===== src/rtl/iterative_alu.sv =====
// -----------------------------------------------------------------------------
// iterative_alu
//
// Clocked, parametrised ALU. Arithmetic/logic/compare ops finish in one cycle.
// Variable shifts, rotates and masks walk one bit position per clock through a
// single-bit shifter. Results and flags are registered and qualified by Done.
//
// Build option:
//   ALU_ROTATE_EN  - when defined, ROL (9) and ROR (10) are implemented; when
//                    undefined they decode as illegal and the rotate path is
//                    not built.
//
// Parameters:
//   W    - data width (>= 4)
//   Ops  - opcode width (>= 4)
//
// Ports:
//   Clk_i       in   clock, all state on rising edge
//   Reset_n_i   in   asynchronous active-low reset
//   Start_i     in   request, sampled only while Busy_o = 0
//   InputA_i    in   operand A
//   InputB_i    in   operand B / unsigned shift count
//   OP_i        in   opcode
//   SC_in_i     in   carry-in for ADD
//   Busy_o      out  multi-cycle op in progress
//   Done_o      out  one-cycle completion pulse
//   Out_o       out  result, held until next completion
//   Zero_o, Parity_o, Odd_o, Carry_o, Illegal_o  out  registered status flags
// -----------------------------------------------------------------------------
module iterative_alu #(
    parameter int W   = 8,
    parameter int Ops = 4
) (
    input  logic           Clk_i,
    input  logic           Reset_n_i,
    input  logic           Start_i,
    input  logic [W-1:0]   InputA_i,
    input  logic [W-1:0]   InputB_i,
    input  logic [Ops-1:0] OP_i,
    input  logic           SC_in_i,
    output logic           Busy_o,
    output logic           Done_o,
    output logic [W-1:0]   Out_o,
    output logic           Zero_o,
    output logic           Parity_o,
    output logic           Odd_o,
    output logic           Carry_o,
    output logic           Illegal_o
);

    localparam int CW = $clog2(W + 1);

    localparam logic [Ops-1:0] OP_ADD = Ops'(0);
    localparam logic [Ops-1:0] OP_LSL = Ops'(1);
    localparam logic [Ops-1:0] OP_LSR = Ops'(2);
    localparam logic [Ops-1:0] OP_XOR = Ops'(3);
    localparam logic [Ops-1:0] OP_SNE = Ops'(4);
    localparam logic [Ops-1:0] OP_SEQ = Ops'(5);
    localparam logic [Ops-1:0] OP_MSK = Ops'(6);
    localparam logic [Ops-1:0] OP_SUB = Ops'(7);
    localparam logic [Ops-1:0] OP_ASR = Ops'(8);
    localparam logic [Ops-1:0] OP_ROL = Ops'(9);
    localparam logic [Ops-1:0] OP_ROR = Ops'(10);

    localparam logic [W-1:0]  W_AS_DATA = W'(W);
    localparam logic [CW-1:0] W_AS_CNT  = CW'(W);
    localparam logic [CW-1:0] CNT_ONE   = CW'(1);

    typedef enum logic {S_IDLE, S_SHIFT} state_e;

    state_e         state_q, state_d;
    logic [Ops-1:0] op_q;
    logic [W-1:0]   work_q;
    logic [CW-1:0]  cnt_q;
    logic [W-1:0]   out_q;
    logic           zero_q, parity_q, odd_q, carry_q, illegal_q, done_q;

    // Decode of the incoming request
    logic           is_legal;
    logic           is_shift_op;
`ifdef ALU_ROTATE_EN
    logic           is_rot;
`endif
    logic [CW-1:0]  n_cnt;

    // One-cycle result path
    logic [W:0]     sum_ext;
    logic [W-1:0]   one_res;
    logic           one_carry;
    logic           one_illegal;

    // Single-bit shifter path
    logic [W-1:0]   step_res;
    logic           step_bit;

    // Control strobes
    logic           accept;
    logic           accept_shift;
    logic           finish_shift;
    logic           complete;
    logic [W-1:0]   fin_res;
    logic           fin_carry;
    logic           fin_illegal;

    // ---------------------------------------------------------------- decode
    always_comb begin
        is_legal    = 1'b1;
        is_shift_op = 1'b0;
`ifdef ALU_ROTATE_EN
        is_rot      = 1'b0;
`endif
        case (OP_i)
            OP_ADD, OP_XOR, OP_SNE, OP_SEQ, OP_SUB: is_legal = 1'b1;
            OP_LSL, OP_LSR, OP_MSK, OP_ASR:         is_shift_op = 1'b1;
            OP_ROL, OP_ROR: begin
`ifdef ALU_ROTATE_EN
                is_shift_op = 1'b1;
                is_rot      = 1'b1;
`else
                is_legal    = 1'b0;
`endif
            end
            default: is_legal = 1'b0;
        endcase
    end

    // Shift count: linear shifts saturate at W, rotates wrap modulo W.
    always_comb begin
        n_cnt = (InputB_i > W_AS_DATA) ? W_AS_CNT : CW'(InputB_i);
`ifdef ALU_ROTATE_EN
        if (is_rot) begin
            n_cnt = CW'(InputB_i % W_AS_DATA);
        end
`endif
    end

    // ------------------------------------------------------ one-cycle result
    assign sum_ext = {1'b0, InputA_i} + {1'b0, InputB_i} + {{W{1'b0}}, SC_in_i};

    always_comb begin
        one_res     = '0;
        one_carry   = 1'b0;
        one_illegal = 1'b0;
        if (!is_legal) begin
            one_illegal = 1'b1;
        end else if (is_shift_op) begin
            // Only reached with a zero count: pass-through (MSK gives 1).
            one_res = (OP_i == OP_MSK) ? W'(1) : InputA_i;
        end else begin
            case (OP_i)
                OP_ADD: begin
                    one_res   = sum_ext[W-1:0];
                    one_carry = sum_ext[W];
                end
                OP_XOR: one_res = InputA_i ^ InputB_i;
                OP_SNE: one_res = (InputA_i != InputB_i) ? W'(1) : '0;
                OP_SEQ: one_res = (InputA_i == InputB_i) ? W'(1) : '0;
                OP_SUB: begin
                    one_res   = InputA_i - InputB_i;
                    one_carry = (InputA_i >= InputB_i);
                end
                default: one_res = '0;
            endcase
        end
    end

    // ------------------------------------------------------ single-bit shifter
    always_comb begin
        step_res = work_q;
        step_bit = 1'b0;
        case (op_q)
            OP_LSL, OP_MSK: begin
                step_res = {work_q[W-2:0], 1'b0};
                step_bit = work_q[W-1];
            end
            OP_LSR: begin
                step_res = {1'b0, work_q[W-1:1]};
                step_bit = work_q[0];
            end
            OP_ASR: begin
                step_res = {work_q[W-1], work_q[W-1:1]};
                step_bit = work_q[0];
            end
`ifdef ALU_ROTATE_EN
            OP_ROL: begin
                step_res = {work_q[W-2:0], work_q[W-1]};
                step_bit = work_q[W-1];
            end
            OP_ROR: begin
                step_res = {work_q[0], work_q[W-1:1]};
                step_bit = work_q[0];
            end
`endif
            default: begin
                step_res = work_q;
                step_bit = 1'b0;
            end
        endcase
    end

    // ------------------------------------------------------------ FSM: state
    always_ff @(posedge Clk_i or negedge Reset_n_i) begin
        if (!Reset_n_i) begin
            state_q <= S_IDLE;
        end else begin
            state_q <= state_d;
        end
    end

    // ------------------------------------------------------- FSM: next state
    always_comb begin
        state_d = state_q;
        case (state_q)
            S_IDLE:  if (Start_i && is_shift_op && (n_cnt != '0)) state_d = S_SHIFT;
            S_SHIFT: if (cnt_q == CNT_ONE) state_d = S_IDLE;
            default: state_d = S_IDLE;
        endcase
    end

    // ----------------------------------------------------------- FSM: outputs
    always_comb begin
        Busy_o       = (state_q == S_SHIFT);
        accept       = (state_q == S_IDLE) && Start_i;
        accept_shift = accept && is_shift_op && (n_cnt != '0);
        // The step taken with the counter at 1 is the last one, so its result
        // is written straight into Out.
        finish_shift = (state_q == S_SHIFT) && (cnt_q == CNT_ONE);
        complete     = (accept && !accept_shift) || finish_shift;
        fin_res      = finish_shift ? step_res : one_res;
        fin_carry    = finish_shift ? step_bit : one_carry;
        fin_illegal  = finish_shift ? 1'b0     : one_illegal;
    end

    // --------------------------------------------------------------- datapath
    always_ff @(posedge Clk_i or negedge Reset_n_i) begin
        if (!Reset_n_i) begin
            op_q      <= '0;
            work_q    <= '0;
            cnt_q     <= '0;
            out_q     <= '0;
            zero_q    <= 1'b1;
            parity_q  <= 1'b0;
            odd_q     <= 1'b0;
            carry_q   <= 1'b0;
            illegal_q <= 1'b0;
            done_q    <= 1'b0;
        end else begin
            done_q <= complete;
            if (complete) begin
                out_q     <= fin_res;
                zero_q    <= ~|fin_res;
                parity_q  <= ^fin_res;
                odd_q     <= fin_res[0];
                carry_q   <= fin_carry;
                illegal_q <= fin_illegal;
            end
            if (accept_shift) begin
                op_q   <= OP_i;
                work_q <= (OP_i == OP_MSK) ? W'(1) : InputA_i;
                cnt_q  <= n_cnt;
            end else if (state_q == S_SHIFT) begin
                work_q <= step_res;
                cnt_q  <= cnt_q - CNT_ONE;
            end
        end
    end

    assign Done_o    = done_q;
    assign Out_o     = out_q;
    assign Zero_o    = zero_q;
    assign Parity_o  = parity_q;
    assign Odd_o     = odd_q;
    assign Carry_o   = carry_q;
    assign Illegal_o = illegal_q;

endmodule


===== config.mk =====
export PLATFORM = sky130hd
export DESIGN_NAME = iterative_alu
export DESIGN_NICKNAME = d
export VERILOG_FILES = /design/src/rtl/iterative_alu.sv
export SDC_FILE = /design/constraint.sdc
export NUM_CORES = 1
export LEC_CHECK = 0
export CORE_AREA = 2 2 101 79
export CTS_CLUSTER_DIAMETER = 120
export DETAILED_ROUTE_END_ITERATION = 8
export DIE_AREA = 0 0 103 81
export REMOVE_ABC_BUFFERS = 1
export SLEW_MARGIN = 5
export SYNTH_ARGS = -nofsm -noshare
export SYNTH_HDL_FRONTEND = slang
export SYNTH_SLANG_ARGS = --single-unit

===== constraint.sdc =====
create_clock -name Clk_i -period 4.1 [get_ports Clk_i]
set_input_delay 1.23 -clock Clk_i [delete_from_list [all_inputs] [get_ports Clk_i]]
set_output_delay 1.23 -clock Clk_i [all_outputs]
set_load 0.1 [all_outputs]

# Yosys cells after proc, flatten, opt, wreduce, memory -nomap -nowiden
# Cells that the tools add are included.
[totals]
ff_bits = 31
latch_bits = 0
mem_bits_rw = 0
romBits = 0
input_bits = 24
output_inout_bits = 15
n_memories = 0
[classes]
add_sub_neg = 4
n_mul = 0
n_div = 0
n_lt_le_gt_ge = 2
n_eq_ne = 15
n_shift = 0
mux = 25
n_bitwise = 2
n_reduce_logical = 19
[ops]
columns = ["operator", "count"]
rows = [
  ["two-way mux 8 bit", 6],
  ["case mux 8 bit (5 select lines)", 1],
  ["case mux 8 bit (3 select lines)", 1],
  ["== test 4 x 3 -> 1 bit, second input constant", 5],
  ["== test 4 x 1 -> 1 bit, second input constant", 3],
  ["== test 4 x 2 -> 1 bit, second input constant", 3],
  ["two-way mux 4 bit", 3],
  ["two-way mux 1 bit", 11],
  ["adder 8 x 8 -> 9 bit", 1],
  ["adder 9 x 1 -> 9 bit", 1],
  ["OR reduction 9 bit", 1],
  ["== test 4 bit, second input constant", 2],
  ["== test 8 bit", 1],
  [">= comparator 8 bit", 1],
  ["> comparator 8 x 4 -> 1 bit, second input constant", 1],
  ["!= test 8 bit", 1],
  ["OR reduction 8 bit", 1],
  ["parity 8 bit", 1],
  ["subtractor 8 bit", 1],
  ["bitwise XOR 8 bit", 1],
  ["logical AND 1 bit", 7],
  ["case mux 1 bit (2 select lines)", 3],
  ["zero test 4 bit", 1],
  ["nonzero test 4 bit", 1],
  ["7 further kinds", 9],
]

# Logic depth before layout (Yosys ltp)
# Gate-level depths: netlist (run 1).
[depth]
word_depth = 8
depth_mapped = 15

# Worst setup path after synthesis (run 1)
# OpenSTA, ideal clock, no wires.
[synth_timing]
path_kind = "input -> register"
from = "input port InputA_i[0]"
to = "register parity_q, in the netlist Parity_o"
t_arrival_ns = 3.669
slack_ns = 0.307
path_stages = 14
n_path_buf = 0
path_cell_list = "inv_1 fa_1 inv_1 fa_1 a21oi_1 o21ba_2 o31ai_2 xnor2_1 a211o_1 a22oi_1 ha_1 xnor2_1 xnor2_1 o21ai_1"
[synth_via]
elab_chain_len = 7
elab_cells_between_ends = 14
classes_between = "add/sub: 3; eq/ne: 2; mux: 7; bitwise: 1; reduce/logical: 1"
[synth_rtl]
columns = ["element", "line_no", "text"]
rows = [
  ["from (decl)", "37", "input logic [W-1:0] InputA_i,"],
  ["adder 8 x 8 -> 9 bit, or another cell as far along", "138", "assign sum_ext = {1'b0, InputA_i} + {1'b0, InputB_i} + {{W{1'b0}}, SC_in_i};"],
  ["adder 9 x 1 -> 9 bit, or another cell as far along", "138", ""],
  ["case mux 8 bit (5 select lines)", "150", "case (OP_i)"],
  ["two-way mux 8 bit *", "146", "end else if (is_shift_op) begin"],
  ["two-way mux 8 bit *", "144", "if (!is_legal) begin"],
  ["two-way mux 8 bit *", "229", "fin_res = finish_shift ? step_res : one_res;"],
  ["parity 8 bit *", "252", "parity_q <= ^fin_res;"],
  ["to (signal assigned)", "252", ""],
  ["to (decl)", "76", "logic zero_q, parity_q, odd_q, carry_q, illegal_q, done_q;"],
]
# Mark *: on every way between the ends. The rest lies on a longest branch, timed or not.
# A chain may end at the register's enable or synchronous reset.

# Worst setup path in the final report (run 1)
[layout_timing]
from = "input port InputB_i[0]"
to = "register parity_q, in the netlist Parity_o"
[layout_via]
elab_chain_len = 7
elab_cells_between_ends = 20
classes_between = "add/sub: 3; order compare: 1; eq/ne: 2; mux: 7; bitwise: 1; reduce/logical: 6"
[layout_rtl]
columns = ["element", "line_no", "text"]
rows = [
  ["from (decl)", "38", "input logic [W-1:0] InputB_i,"],
  ["adder 8 x 8 -> 9 bit, or another cell as far along", "138", ""],
  ["adder 9 x 1 -> 9 bit, or another cell as far along", "138", ""],
  ["case mux 8 bit (5 select lines) / nonzero test 4 bit (equally long branches)", "150, 224", ""],
  ["two-way mux 8 bit / logical AND 1 bit (equally long branches)", "146, 224", ""],
  ["two-way mux 8 bit / zero test 1 bit (equally long branches)", "144, 228", ""],
  ["two-way mux 8 bit / logical AND 1 bit (equally long branches)", "229, 228", ""],
  ["parity 8 bit / logical OR 1 bit (equally long branches)", "252, 228", ""],
]
# Several ways; a longest one is shown, not always the timed one.

==> results of run 1 <==
[through the flow]
step | util, % | setup TNS (ns) | worst slack [ns] | hold WS, ns | cells
finish | 53.0 | 0 | 0.148 | 0.463 | 551
global route | 53.0 | -0.0120 | -0.0120 | 0.470 | 551
CTS | 51.8 | 0 | 0.0323 | 0.467 | 550
detailed placement | 50.4 | -0.606 | -0.460 | 0.457 | 542
global placement | 50.4 | -0.430 | -0.365 | 0.455 | 542
floorplan | - | 0 | 0.293 | 0.510 | 333
[power by group]
| part | leakage (nW) | switching (mW) | internal, mW |
|---|---|---|---|
| Sequential | 0.373 | 0.173 | 0.435 |
| Combinational | 1.35 | 1.02 | 0.548 |
| Clock | 0.0482 | 0.113 | 0.135 |
[cells by family after synthesis]
kind of cell               count (synthesis)  share of synthesized area (%)
muxes                                      8                           2.96
AOI/OAI and AO/OA                        131                           31.0
and+or+nand+nor                          100                           17.9
xor gates and xnor gates                  10                           3.05
adders and majority gates                 25                           11.7
DFF                                       30                           26.2
buffers and inverters                     48                           7.15
[worst max-delay path: cells and delay by family]
kind | cells | cell delay (ns)
compound gates | 6 | 1.01
xor+xnor | 3 | 0.41
fa+ha+maj | 3 | 0.75
buf+inv | 3 | 0.66
simple gates | 1 | 0.06
[Yosys cell counts (all sizes together), types with 3 or more instances]
master,count,area [sq um]
a21o,6,45.0
a21oi,41,228
a221o,6,60.1
a222oi,4,40.0
a22o,9,78.8
a22oi,12,90.1
a31oi,6,37.5
buf,12,70.1
clkbuf,7,26.3
dfrtp,29,726
fa,3,60.1
ha,22,275
inv,29,109
mux2,4,45.0
mux2i,4,40.0
nand2,36,135
nand3,8,45.0
nor2,28,123
nor2b,3,18.8
nor3,8,45.0
nor4b,3,26.3
o211ai,3,22.5
o21ai,27,135
o221ai,3,26.3
xnor2,8,70.1
[area by class of cell]
cell class	count	area [sq um]	area share (%)
flip-flops and latches	30	752	18.9
clock inverters	1	5.00	0.126
inverters	29	109	2.74
well taps	105	131	3.31
repair buffers	105	877	22.1
multi-input cells	274	2010	50.6
clock buffers	7	86.3	2.17
[state kept, by name (all words and copies together) (netlist names)]
| signal | count |
|---|---|
| Parity_o | 1 |
| Zero_o | 1 |
| Done_o | 1 |
| cnt_q | 4 |
| Illegal_o | 1 |
| Out_o | 8 |
| op_q | 4 |
| Carry_o | 1 |
| Busy_o | 1 |
| work_q | 8 |
[what timing repair did]
item | in CTS | in global routing
pin swaps | 1 | 5
hold endpoints to repair | 0 | 0
resized for setup | 5 | 15
endpoints found under the setup margin | 1 | 1
setup buffers | 0 | 1
[path summary, 6_finish.rpt]
kind | from | slack (ns) | depth (start not counted) | endpoint
min reg2reg | Zero_o | 0.46 | 2 | Zero_o
min | Zero_o | 0.46 | 2 | Zero_o
max in group asynchronous | Reset_n_i | 2.43 | 2 | Zero_o
min in group asynchronous | Reset_n_i | 1.34 | 2 | Carry_o
max reg2reg | Busy_o | 1.21 | 8 | Parity_o
max | InputB_i[0] | 0.15 | 16 | Parity_o
[layer usage]
| layer | up-vias | wire [um] | GRT usage (%) |
|---|---|---|---|
| li1 | 1476 | - | - |
| met1 | 1454 | 4560 | 35.5 |
| met2 | 135 | 3850 | 32.0 |
| met3 | 14 | 658 | 4.13 |
| met4 | 0 | 91 | 3.55 |
| met5 | - | 0 | 0 |
[cells in the final DEF (no fill, tap or decap), types with 7 or more instances in the layout]
master and n:
nor2_1 23, inv_1 26, clkdlybuf4s50_1 35, a22o_1 9, a21oi_1 35, dfrtp_1 29
o21ai_1 14, nand3_1 7, nand2_1 36, ha_1 18, a22oi_1 11, o21ai_0 11
buf_4 69, nor3_1 7
==> impl_metrics.json, run 1 <==
{
  "status": "finished, final reports clean",
  "ys_types": 59,
  "dieArea_sq_um": 8340,
  "period_share_pct": 96.4,
  "slew_viol_final": 0,
  "dpl-instance-area_sq_um": 3780,
  "hold_viol_final": 0,
  "grt_util_all_layers_pct": 22.5,
  "path_cells": "clkdlybuf4s50_1 -> buf_4 -> ha_1 -> inv_1 -> fa_1 -> a21oi_1 -> o21ai_1 -> a21oi_1 -> xnor2_1 -> nor2_1 -> a211o_1 -> a22oi_2 -> ha_4 -> xnor2_2 -> xnor2_1 -> o21ai_1",
  "relSlewSlack_pct": 35.0,
  "worstHoldPathType": "reg2reg",
  "crit_path_start_kind": "input pin",
  "root_buffer": "clkbuf_8",
  "drtPass1Iterations": 6,
  "final.fill_count": 735,
  "antenna_cells": 0,
  "io_pins": 39,
  "synth-seq-area-share_pct": 26.2,
  "htree_num_levels": 2,
  "drtIter0Drc": 273,
  "dp_hpwl_um": 7150,
  "syn_avg_cell_area_sq_um": 8.15,
  "numClockSinks": 30,
  "drive_above_1_share_pct": 24.9,
  "routed_via_density": 5.59,
  "yosys_warnings": 0,
  "cts_tree": "yes",
  "setup.worst_path.end_class": "register",
  "fp.dieH_um": 81,
  "path_clk_slew_ns": 0.07,
  "clock_latency_ns": 0.29,
  "synth_edf_count": 0,
  "drt-total-wl_um": 9150,
  "grt_max_degree": 31,
  "die_x_um": 103,
  "cts-hold-fix-buffers": 0,
  "fmax_mhz": 253,
  "grt_pass1_wl_um": 14400,
  "wl_per_cell_um": 16.6,
  "syn_to_final_growth_pct": 38.4,
  "ant_nets": 0,
  "gr-total-overflow": 0,
  "crit_path_top_delay_cell": "clkdlybuf4s50_1",
  "syn_area_sq_um": 2870,
  "fp-row-count": 28,
  "power_density_nw_per_um2": 609,
  "cp_max_fo": 4,
  "netlist_instances": 352,
  "synth-async-reset-ratio_pct": 100,
  "synth_ff_type": "dfrtp_1",
  "antenna_found_initial": 0,
  "period_needed_ns": 3.95,
  "worstPathRequired_ns": 4.28,
  "p_leak_nw": 1.77,
  "power_mw": 2.42,
  "ir_drop_mv": 0.451,
  "finish.instance_area_sq_um": 3970,
  "cts_buffers": 5,
  "finalSetupViolCount": 0,
  "vias": 3079,
  "tightest_slew_ns": 0.972,
  "initial_core_util_pct": 38.3,
  "clockBufferDepth": 2,
  "port-buffer-count": 38,
  "synth_seq_cells": 30,
  "path_class": "in2reg",
  "critical_path.max_stage_delay_ns": 0.49,
  "gp_congestion": 0.900,
  "finalClockSkew_ns": 0.00545,
  "drv_cap": 0,
  "route.detailed.drc": 0,
  "coreArea_sq_um": 7500,
  "grt_pass1_vias": 2685,
  "nNetsFinal": 494,
  "arrival_ns": 4.13
}
Power figures use the tool's default switching activity.
==> inputs of run 2 (changes only) <==
- ABC_CLOCK_PERIOD_IN_PS: default -> 4100
==> results of run 2 <==
Same layout as run 1: the final DEF is identical, and so are final timing and power.
==> inputs of run 3 (changes only) <==
--- a/config.mk
+++ b/config.mk
@@ -7,8 +7,9 @@
 export LEC_CHECK = 0
 export ABC_CLOCK_PERIOD_IN_PS = 4100
-export CORE_AREA = 2 2 101 79
+export CORE_AREA = 2 2 87 68
 export CTS_CLUSTER_DIAMETER = 120
 export DETAILED_ROUTE_END_ITERATION = 8
-export DIE_AREA = 0 0 103 81
+export DIE_AREA = 0 0 89 70
+export PLACE_DENSITY = 0.78
 export REMOVE_ABC_BUFFERS = 1
 export SLEW_MARGIN = 5
==> constraint.sdc (replaced) <==
create_clock -name Clk_i -period 4.1 [get_ports Clk_i]
set_input_delay 0.82 -clock Clk_i [delete_from_list [all_inputs] [get_ports Clk_i]]
set_output_delay 0.82 -clock Clk_i [all_outputs]
set_load 0.1 [all_outputs]
==> impl_metrics.json, run 3 (synthesis results as in run 1) <==
{
  "cts_setup_buffers": 0,
  "power_mw": 2.31,
  "ant_nets": 0,
  "ir_drop_mv": 0.516,
  "die_x_um": 89,
  "fp.dieH_um": 70,
  "path_cells": "clkdlybuf4s50_1 -> inv_1 -> fa_1 -> inv_1 -> fa_1 -> a21oi_1 -> o21ba_2 -> o31ai_2 -> xnor2_1 -> a211o_1 -> a22oi_1 -> ha_1 -> xnor2_1 -> xnor2_1 -> o21ai_1",
  "htree_num_levels": 2,
  "final_cell_mix": "38 x clkdlybuf4s50_1, 37 x a21oi_1, 36 x nand2_1",
  "grt_pass1_vias": 2682,
  "fp-row-count": 24,
  "gp_congestion": 0.978,
  "clock_latency_ns": 0.28,
  "finalClockSkew_ns": 0.00360,
  "root_buffer": "clkbuf_8",
  "dp_hpwl_um": 6420,
  "port-buffer-count": 38,
  "syn_to_final_growth_pct": 23.8,
  "cts_buffers": 5,
  "crit_path_top_delay_cell": "clkdlybuf4s50_1",
  "path_class": "in2reg",
  "cp_max_fo": 2,
  "drt-total-wl_um": 8230,
  "critical_path.max_stage_delay_ns": 0.52,
  "worstPathRequired_ns": 4.27,
  "drtIter0Drc": 320,
  "p_leak_nw": 1.56,
  "setup.worst_path.end_class": "register",
  "worst-path-buf-inv": 3,
  "drtPass1Iterations": 6,
  "io_pins": 39,
  "drv_cap": 0,
  "drive_above_1_share_pct": 13.5,
  "routed_via_density": 6.04,
  "hold_slack_ns": 0.460,
  "grt_pass1_wl_um": 13400,
  "slew_viol_final": 0,
  "antenna_cells": 0,
  "cts_tree": "yes",
  "final_common_cell": "clkdlybuf4s50_1",
  "power_density_nw_per_um2": 649,
  "crit_path_start_kind": "input pin",
  "worstHoldPathType": "reg2reg",
  "rsz0062_at_grt": "false",
  "route.detailed.drc": 0,
  "initial_core_util_pct": 51.9,
  "fmax_mhz": 258,
  "gr-total-overflow": 0,
  "antenna_found_initial": 0,
  "crit_top_cell": "xnor2_1",
  "crit_family": "compound AO/OA/AOI/OAI gates",
  "postLayoutCoreUtil_pct": 64.3,
  "finalSetupTns_ns": 0,
  "coreArea_sq_um": 5530,
  "clockBufferDepth": 2,
  "tightest_slew_ns": 0.974,
  "grt_util_all_layers_pct": 27.3,
  "status": "finished, final reports clean",
  "nNetsFinal": 455,
  "arrival_ns": 4.05,
  "wl_per_cell_um": 17.0,
  "cts_resized": 0,
  "period_share_pct": 94.6,
  "cts-hold-fix-buffers": 0,
  "numClockSinks": 30,
  "finalSetupViolCount": 0,
  "hold_viol_final": 0,
  "dieArea_sq_um": 6230,
  "vias": 2929,
  "grt_max_degree": 31,
  "relSlewSlack_pct": 34.9,
  "period_needed_ns": 3.88,
  "path_clk_slew_ns": 0.07
}
==> run 3: cell type report <==
type | count | area [sq um]
clock inverter | 1 | 5.00
timing repair buffer | 66 | 591
tap | 78 | 97.6
inverter | 29 | 109
clock buffer | 7 | 86.3
fill | 504 | 1970
sequential | 30 | 752
multi-input combinational | 274 | 1910
==> run 3: worst min-delay path, cell delays in order (launching register included) <==
cell	delay (ns)
dfstp_2	0.37
nand2_1	0.04
o21ai_1	0.05
==> run 3: path summary, 6_finish.rpt <==
check | endpoint | slack (ns) | cells after the start | from
worst max-delay path | Parity_o | 0.22 | 15 | InputA_i[0]
worst min-delay path | Zero_o | 0.46 | 2 | Zero_o
worst max register to register | Parity_o | 1.32 | 8 | Busy_o
worst min register to register | Zero_o | 0.46 | 2 | Zero_o
max in group asynchronous | Zero_o | 2.84 | 2 | Reset_n_i
min in group asynchronous | Carry_o | 0.93 | 2 | Reset_n_i
==> run 3: where the power goes <==
| part | switching (mW) | leakage (nW) | internal [mW] | total [mW] |
|---|---|---|---|---|
| registers | 0.170 | 0.373 | 0.435 | 0.605 |
| clock network | 0.112 | 0.0482 | 0.135 | 0.248 |
| logic | 0.980 | 1.14 | 0.474 | 1.45 |
| total | 1.26 | 1.56 | 1.04 | 2.31 |
==> run 3: per-layer routing <==
| layer | vias up | global-route usage (%) | share of wire, % |
|---|---|---|---|
| li1 | 1397 | - | - |
| met2 | 141 | 40.6 | 44 |
| met1 | 1375 | 42.2 | 47 |
| met3 | 16 | 4.61 | 7.4 |
| met4 | 0 | 4.81 | 1.5 |
| met5 | - | 0 | 0 |
==> run 3: metrics by stage <==
stage / worst slack, ns / cell area, sq um / std cells
2_1_floorplan: 0.703 / 2770 / 333
3_3_place_gp: -0.00378 / 3460 / 477
3_5_place_dp: -0.0599 / 3460 / 477
4_1_cts: 0.246 / 3550 / 485
5_1_grt: 0.0665 / 3550 / 485
6_report: 0.220 / 3550 / 485
